<file path="config.mk">
export PLATFORM = sky130hd
export DESIGN_NAME = pipe_hazard_ctrl
export DESIGN_NICKNAME = d
export VERILOG_FILES = /design/src/rtl/pipe_hazard_ctrl.sv
export SDC_FILE = /design/constraint.sdc
export NUM_CORES = 1
export LEC_CHECK = 0
export CAP_MARGIN = 10
export CORE_ASPECT_RATIO = 0.7
export CORE_UTILIZATION = 42
export CTS_CLUSTER_DIAMETER = 80
export CTS_CLUSTER_SIZE = 12
export DETAILED_ROUTE_END_ITERATION = 6
export GPL_TIMING_DRIVEN = 0
export PLACE_DENSITY = 0.89
export SLEW_MARGIN = 30
export SYNTH_ARGS = -nofsm -noshare
export SYNTH_HDL_FRONTEND = slang
export SYNTH_SLANG_ARGS = --single-unit
</file>
<file path="constraint.sdc">
create_clock -name clk -period 2.2 [get_ports clk]
set_clock_uncertainty 0.15 [all_clocks]
set_input_delay 0.22 -clock clk [delete_from_list [all_inputs] [get_ports clk]]
set_output_delay 0.22 -clock clk [all_outputs]
set_load 0.05 [all_outputs]
</file>
<file path="src/rtl/pipe_hazard_ctrl.sv">
// pipe_hazard_ctrl: hazard and forwarding controller for a 5-stage
// IF/ID/EX/MEM/WB pipeline. Keeps a shadow record of the instructions in EX,
// MEM and WB and, from those records plus the instruction in ID, decides
// load-use stalls, multi-cycle EX holds, branch flushes and EX forwarding.
// All control outputs are combinational from registered state and ID inputs.
//
// Optional build macro: PIPE_HAZARD_CTRL_PERF_EN
//   defined   -> stall_cnt / flush_cnt are saturating 32-bit event counters
//   undefined -> both ports are tied to zero and no counter flops exist
module pipe_hazard_ctrl #(
  parameter int REG_AW  = 5,
  parameter int MUL_LAT = 4,  // EX occupancy of a multi-cycle op, >= 1
  parameter int CNT_W   = 3   // 2**CNT_W must exceed MUL_LAT
) (
  input  logic              clk,
  input  logic              reset,        // asynchronous, active low
  input  logic              id_valid,
  input  logic [REG_AW-1:0] id_rs,
  input  logic [REG_AW-1:0] id_rt,
  input  logic              id_uses_rs,
  input  logic              id_uses_rt,
  input  logic [REG_AW-1:0] id_dest,
  input  logic              id_reg_write,
  input  logic              id_mem_read,
  input  logic              id_multi,
  input  logic              br_taken,
  output logic              stall_if_id,
  output logic              bubble_ex,
  output logic              hold_ex,
  output logic              bubble_mem,
  output logic              flush,
  output logic [1:0]        fwd_a,
  output logic [1:0]        fwd_b,
  output logic [31:0]       stall_cnt,
  output logic [31:0]       flush_cnt
);

  // Value loaded into the occupancy counter when a multi-cycle op enters EX;
  // the op then blocks the pipe for MUL_LAT-1 extra cycles.
  localparam logic [CNT_W-1:0] MUL_LOAD = CNT_W'(MUL_LAT - 1);

  // Forwarding select encodings.
  localparam logic [1:0] FWD_RF  = 2'b00;
  localparam logic [1:0] FWD_MEM = 2'b01;
  localparam logic [1:0] FWD_WB  = 2'b10;

  // ------------------------------------------------------------------
  // Stage records
  // ------------------------------------------------------------------
  logic              ex_valid_reg,      ex_valid_next;
  logic [REG_AW-1:0] ex_dest_reg,       ex_dest_next;
  logic              ex_reg_write_reg,  ex_reg_write_next;
  logic              ex_mem_read_reg,   ex_mem_read_next;
  logic [REG_AW-1:0] ex_rs_reg,         ex_rs_next;
  logic [REG_AW-1:0] ex_rt_reg,         ex_rt_next;

  logic              mem_valid_reg,     mem_valid_next;
  logic [REG_AW-1:0] mem_dest_reg,      mem_dest_next;
  logic              mem_reg_write_reg, mem_reg_write_next;

  logic              wb_valid_reg,      wb_valid_next;
  logic [REG_AW-1:0] wb_dest_reg,       wb_dest_next;
  logic              wb_reg_write_reg,  wb_reg_write_next;

  logic [CNT_W-1:0]  mul_cnt_reg,       mul_cnt_next;

  // ------------------------------------------------------------------
  // Hazard detection
  // ------------------------------------------------------------------
  logic flush_act;    // branch squash this cycle (never while in reset)
  logic multi_busy;   // multi-cycle op still occupying EX
  logic load_use;     // ID needs the result of the load sitting in EX
  logic lu_rs_hit;
  logic lu_rt_hit;

  assign flush_act  = reset & br_taken;
  assign multi_busy = (mul_cnt_reg != '0);

  // A load to $0 produces nothing worth waiting for.
  assign lu_rs_hit = id_uses_rs & (id_rs == ex_dest_reg);
  assign lu_rt_hit = id_uses_rt & (id_rt == ex_dest_reg);
  assign load_use  = id_valid & ex_valid_reg & ex_mem_read_reg &
                     (ex_dest_reg != '0) & (lu_rs_hit | lu_rt_hit);

  // Stage-register controls; flush outranks a busy multiplier, which
  // outranks a load-use stall.
  always_comb begin
    stall_if_id = 1'b0;
    bubble_ex   = 1'b0;
    hold_ex     = 1'b0;
    bubble_mem  = 1'b0;
    flush       = 1'b0;
    if (flush_act) begin
      flush = 1'b1;
    end else if (multi_busy) begin
      stall_if_id = 1'b1;
      hold_ex     = 1'b1;
      bubble_mem  = 1'b1;
    end else if (load_use) begin
      stall_if_id = 1'b1;
      bubble_ex   = 1'b1;
    end
  end

  // ------------------------------------------------------------------
  // EX operand forwarding: index 0 is rs (operand A), index 1 is rt (B)
  // ------------------------------------------------------------------
  logic [REG_AW-1:0] ex_src  [2];
  logic [1:0]        fwd_sel [2];

  assign ex_src[0] = ex_rs_reg;
  assign ex_src[1] = ex_rt_reg;

  generate
    for (genvar gi = 0; gi < 2; gi++) begin : g_fwd
      logic mem_hit;
      logic wb_hit;

      // Writes to $0 are discarded by the register file, so never forward them.
      assign mem_hit = mem_valid_reg & mem_reg_write_reg &
                       (mem_dest_reg != '0) & (mem_dest_reg == ex_src[gi]);
      assign wb_hit  = wb_valid_reg & wb_reg_write_reg &
                       (wb_dest_reg != '0) & (wb_dest_reg == ex_src[gi]);

      // The younger producer (EX/MEM) holds the most recent value.
      always_comb begin
        fwd_sel[gi] = FWD_RF;
        if (ex_valid_reg) begin
          if (mem_hit) begin
            fwd_sel[gi] = FWD_MEM;
          end else if (wb_hit) begin
            fwd_sel[gi] = FWD_WB;
          end
        end
      end
    end
  endgenerate

  assign fwd_a = fwd_sel[0];
  assign fwd_b = fwd_sel[1];

  // ------------------------------------------------------------------
  // Next-state for the shadow pipeline
  // ------------------------------------------------------------------
  // Shadow records advance exactly as the real stage registers do under the
  // controls chosen above.
  always_comb begin
    // WB always takes whatever leaves MEM, including bubbles.
    wb_valid_next      = mem_valid_reg;
    wb_dest_next       = mem_dest_reg;
    wb_reg_write_next  = mem_reg_write_reg;

    // Default: MEM takes EX, EX takes ID.
    mem_valid_next     = ex_valid_reg;
    mem_dest_next      = ex_dest_reg;
    mem_reg_write_next = ex_reg_write_reg;

    ex_valid_next      = id_valid;
    ex_dest_next       = id_dest;
    ex_reg_write_next  = id_reg_write;
    ex_mem_read_next   = id_mem_read;
    ex_rs_next         = id_rs;
    ex_rt_next         = id_rt;

    mul_cnt_next       = (id_valid & id_multi) ? MUL_LOAD : '0;

    if (flush_act) begin
      // Squash everything younger than MEM; an in-flight multiply dies too.
      ex_valid_next  = 1'b0;
      mem_valid_next = 1'b0;
      mul_cnt_next   = '0;
    end else if (multi_busy) begin
      // Multiply keeps EX; a bubble trails into MEM.
      ex_valid_next      = ex_valid_reg;
      ex_dest_next       = ex_dest_reg;
      ex_reg_write_next  = ex_reg_write_reg;
      ex_mem_read_next   = ex_mem_read_reg;
      ex_rs_next         = ex_rs_reg;
      ex_rt_next         = ex_rt_reg;
      mem_valid_next     = 1'b0;
      mul_cnt_next       = mul_cnt_reg - 1'b1;
    end else if (load_use) begin
      // Load advances to MEM, a bubble enters EX, ID waits one cycle.
      ex_valid_next = 1'b0;
      mul_cnt_next  = '0;
    end
  end

  // Register the shadow pipeline; reset empties every stage.
  always_ff @(posedge clk or negedge reset) begin
    if (!reset) begin
      ex_valid_reg      <= 1'b0;
      ex_dest_reg       <= '0;
      ex_reg_write_reg  <= 1'b0;
      ex_mem_read_reg   <= 1'b0;
      ex_rs_reg         <= '0;
      ex_rt_reg         <= '0;
      mem_valid_reg     <= 1'b0;
      mem_dest_reg      <= '0;
      mem_reg_write_reg <= 1'b0;
      wb_valid_reg      <= 1'b0;
      wb_dest_reg       <= '0;
      wb_reg_write_reg  <= 1'b0;
      mul_cnt_reg       <= '0;
    end else begin
      ex_valid_reg      <= ex_valid_next;
      ex_dest_reg       <= ex_dest_next;
      ex_reg_write_reg  <= ex_reg_write_next;
      ex_mem_read_reg   <= ex_mem_read_next;
      ex_rs_reg         <= ex_rs_next;
      ex_rt_reg         <= ex_rt_next;
      mem_valid_reg     <= mem_valid_next;
      mem_dest_reg      <= mem_dest_next;
      mem_reg_write_reg <= mem_reg_write_next;
      wb_valid_reg      <= wb_valid_next;
      wb_dest_reg       <= wb_dest_next;
      wb_reg_write_reg  <= wb_reg_write_next;
      mul_cnt_reg       <= mul_cnt_next;
    end
  end

  // ------------------------------------------------------------------
  // Performance counters
  // ------------------------------------------------------------------
`ifdef PIPE_HAZARD_CTRL_PERF_EN
  logic [31:0] stall_cnt_reg, stall_cnt_next;
  logic [31:0] flush_cnt_reg, flush_cnt_next;

  // Saturating increments so a long run never wraps back to small values.
  always_comb begin
    stall_cnt_next = stall_cnt_reg;
    flush_cnt_next = flush_cnt_reg;
    if (stall_if_id && (stall_cnt_reg != 32'hFFFF_FFFF)) begin
      stall_cnt_next = stall_cnt_reg + 32'd1;
    end
    if (flush && (flush_cnt_reg != 32'hFFFF_FFFF)) begin
      flush_cnt_next = flush_cnt_reg + 32'd1;
    end
  end

  // Counter registers, cleared with the rest of the controller.
  always_ff @(posedge clk or negedge reset) begin
    if (!reset) begin
      stall_cnt_reg <= '0;
      flush_cnt_reg <= '0;
    end else begin
      stall_cnt_reg <= stall_cnt_next;
      flush_cnt_reg <= flush_cnt_next;
    end
  end

  assign stall_cnt = stall_cnt_reg;
  assign flush_cnt = flush_cnt_reg;
`else
  assign stall_cnt = 32'd0;
  assign flush_cnt = 32'd0;
`endif

endmodule
</file>
After elaboration in Yosys (flattened, before gate mapping)
Index checks and enable logic that the tools add are counted.

word-level totals
  register bits = 35
  input bits = 24
  output and inout bits = 73

operators by class
  add/subtract/negate cells = 1
  eq/ne operators = 7
  multiplexer cells = 33
  bitwise logic cells = 17
  reduce and logical (&&, ||, !) cells = 4

operators with widths
  operator               count
  $eq A5 B5 Y1           6
  $mux W5                6
  $mux W1                17
  $and A1 B1 Y1          16
  $mux W2                8
  $reduce_bool A5 Y1     3
  $mux W3                2
  $reduce_bool A3 Y1     1
  $sub A3 B1 Y3 const B  1
  $ne A2 B2 Y1 const B   1
  $or A1 B1 Y1           1

Logic depth before layout (Yosys ltp)
  depth in word-level cells = 7
  mapped depth = 9

Worst setup path before layout
No wires, ideal clock.

  path type = flip-flop to output port
  start point = register mem_dest_reg[3]
  end point = output port fwd_a[1]
  arrival = 2,267 ps
  setup slack = -437 ps
  stages on the path, launching flop included = 5
  buffers on the path = 0
  cells stage by stage = dfrtp_1 > or4_1 > o211ai_2 > nor4_1 > nor3_1

on the way
  longest elaborated chain between the ends = 5
  elaborated cells on any way between the ends = 6
  those cells by class = eq/ne: 1; mux: 2; bitwise: 2; reduce/logical: 1

ends and longest elaborated chain
  item                    line  RTL
  from (decl)             58    logic [REG_AW-1:0] mem_dest_reg, mem_dest_next;
  from (signal assigned)  213   mem_dest_reg <= mem_dest_next;
  $reduce_bool A5 Y1      121   (mem_dest_reg != '0) & (mem_dest_reg == ex_src[gi]);
  $and A1 B1 Y1           120   assign mem_hit = mem_valid_reg & mem_reg_write_reg &
  $and A1 B1 Y1 *         121
  $mux W2 *               129   if (mem_hit) begin
  $mux W2 *               128   if (ex_valid_reg) begin
  to (decl)               32    output logic [1:0] fwd_a,

Mark *: on every way between the ends. The rest lies on a longest branch, timed or not.

Worst setup path after layout
  start point = register mem_dest_reg[4]
  end point = output port fwd_b[1]

on the way
  longest elaborated chain between the ends = 5
  elaborated cells on any way between the ends = 6
  those cells by class = eq/ne: 1; mux: 2; bitwise: 2; reduce/logical: 1

ends and longest elaborated chain
  item                line  RTL
  $reduce_bool A5 Y1  121
  $and A1 B1 Y1       120
  $and A1 B1 Y1 *     121
  $mux W2 *           129
  $mux W2 *           128
  to (decl)           33    output logic [1:0] fwd_b,

Marks and branches as above.

==> impl_results.md <==
* Crit path max-delay family: simple AND/OR/NAND/NOR gates
* Slowest Stage Delay on Critical Path at about 0.55 ns
* Highest-delay cell along the critical path: or4_4
* Fin crit share at 1.05
* Place WS at -0.837 ns
* Data arrival time of the worst path at 1.95 ns
* Post-route ant nets at 0
* # rows at 21
* CTS Buf Count at 5
* Finish-stage setup viols at 5
* H-tree levels at 2
* Total Power at 0.00413 W
* Vias/cell at 4.20
* Slew Viols, Final at 0
* # clock sinks at 35
* Layout cell share with drive strength beyond 1 at 0.360
* CP required at ~1.8 ns
* Final net count at around 380
* Largest cells by area after synthesis: dfrtp_1, buf_4, nand2_1
* Initial antenna violation count at 0
* RSZ-0062 raised after global routing: true
* Die width at 87.7 um
* Pleak at 1.70 nW
* Critical path peak fanout at 3
* Failing checks: negative setup slack
* Longest Clk Path Bufs at 2
* GRT Total Usage at 0.194
* IO buf count at 32
* Core area at just under 0.005 sq mm
* HP Class: flip-flop to flip-flop
* First-pass GRT wire length at around 7400 um
* Clk root buf: clkbuf_8
* Cell area after placement at approximately 0.0029 sq mm
* Worst hold margin at 0.245 ns
* Final std cell area, no fill at 0.00328 sq mm
* WS Path Type: flip-flop to output port
* Async S/R FF share, synth at 1.00
* Clk_lat worst skew at 0.29 ns
* Minimum clock period at 2.32 ns
* Vias in the first global route at about 1500
* Synth warnings at 0
* Register-to-register setup slack at 0.24 ns
* Via count at 1785
* First-pass DRT Iterations at 4
* Max-Cap Viols at 0
* Initial Util at 0.444
* Synth area leader: dfrtp_1
* Die H at between 60 and 70 um
* Startpoint Class: flip-flop
* Final wirelength at 5440 um
* Status: complete, but fails checks
* Die area at 0.00544 sq mm
* Syn Area/Cell at 9.27 sq um
* Synth top area share at 0.406
* Pwr dens at 1260 mW/mm^2
* Count leader, synth: buf_4
* Netlist cell types at 34
* Final core utilization at 0.675
* Wirelength per Cell at roughly 13 um
* Final hold vios at 0
* Post-DP HPWL at 3770 um
* Max rail drop VDD at 775 uV
* Largest net degree at the start of global routing at 15
* Initial DRC Count at a little over 80
* Rel. slew slack at 0.564
* GP Congestion at 0.890
* Yosys reg bits at 35
* Crit end category: output port
* Synth Instances at between 200 and 250
* CTS clock-pin slew for the worst setup and hold paths at 0.07 ns
* Grt ovf at 0
* WP buf/inv at 1
* Cell mode on critical path: nor4_4
* Sequential share of the synthesized area at 0.406
* PnR worst setup slack at -0.120 ns
* Achievable frequency at 431 MHz
* Synth cell count leaders: buf_4, nand2_1, dfrtp_1, xnor2_1, xor2_1
* EDFF count, synth at 0
* TritonCTS clock tree: done
* Top_reg_cell synth: dfrtp_1
* Mapped Area at 0.00216 sq mm
* Residual DRC count at 0
* I/O pin total at 97
* Worst-margin pin slew at 0.651 ns
* Area Overhead vs Synth at 51.9%
* Critical-path cell list: or4_4 > o211ai_4 > nor4_4 > nor4_4 > buf_6
* Diode count at 0
-- worst register-to-register path, stage by stage, from the launching register on --
cell	delay (ns)
dfrtp_2	0.45
or4_4	0.57
o2111ai_4	0.25
buf_4	0.15
buf_4	0.11
a22o_1	0.14
a21o_1	0.09
-- power breakdown --
group | switching, W | internal [W]
Combinational | 0.00113 | 0.000921
Sequential | 0.000419 | 0.000963
Clock | 0.000238 | 0.000453
-- layer usage --
layer / vias up / global-route usage / wire length [um]
li1: 865 / - / -
met1: 839 / 0.224 / 2110
met2: 70 / 0.339 / 2850
met5: - / 0 / 0
met4: 0 / 0.0890 / 93
met3: 11 / 0.0608 / 391
-- kinds of logic after synthesis --
family / after synthesis / synth area share
DFF: 35 / 0.406
and+or+nand+nor: 79 / 0.166
buffers and inverters: 73 / 0.242
xor gates and xnor gates: 31 / 0.126
adders and majority gates: 2 / 0.0116
other: 1 / 0.00174
AOI/OAI and AO/OA: 12 / 0.0469
-- stage by stage --
stage,instances,TNS (ns)
final,425,-0.397
after global routing,425,-0.691
after CTS,422,-0.243
after detailed placement,398,-4.29
after global placement,397,-31.56
after floorplan,296,-0.0229
-- cells in the final DEF (no fill, tap or decap), types with 2 or more instances in the layout --
cell,count
clkbuf_1,2
ha_1,2
o21ai_0,2
clkdlybuf4s50_1,22
nand4_1,2
clkbuf_8,6
and3_1,2
nor3_2,2
xor2_1,12
o2111ai_4,2
and2_4,2
conb_1,64
buf_4,82
inv_1,2
nand2_1,56
buf_6,6
dfrtp_1,29
xnor2_1,18
or4_4,4
dfrtp_2,6
bufinv_16,2
dlygate4sd3_1,3
buf_8,3
inv_2,2
nor4_4,3
nand3_1,2
-- final timing paths --
| check | start | to | cells past startpoint |
|---|---|---|---|
| min in group asynchronous | reset | wb_dest_reg[2]$_DFF_PN0_ | 2 |
| hold / removal | ex_reg_write_reg$_DFFE_PN0N_ | mem_reg_write_reg$_DFF_PN0_ | 0 |
| max in group asynchronous | reset | ex_dest_reg[2]$_DFFE_PN0N_ | 3 |
| hold reg to reg | ex_reg_write_reg$_DFFE_PN0N_ | mem_reg_write_reg$_DFF_PN0_ | 0 |
| setup reg to reg | ex_dest_reg[4]$_DFFE_PN0N_ | ex_valid_reg$_DFFE_PN0N_ | 6 |
| setup / recovery | mem_dest_reg[4]$_DFF_PN0_ | fwd_b[1] | 5 |
-- what timing repair did --
action | CTS | global route
gates cloned | 0 | 0
resized for setup | 76 | 16
setup buffers | 13 | 4
hold endpoints to repair | 28 | 0
pin swaps | 2 | 10
setup endpoints to repair | 9 | 7
hold buffers | 3 | 0
-- cell type report --
cell class	instances	area [sq um]
clock inverters	2	60.1
multi-input cells	188	1120
plain buffers	68	520
fillers	370	1580
repair buffers	53	517
flip-flops and latches	35	883
well taps	69	86.3
inverters	4	15.0
clock buffers	6	72.6
(Power assumes the default switching activity.)
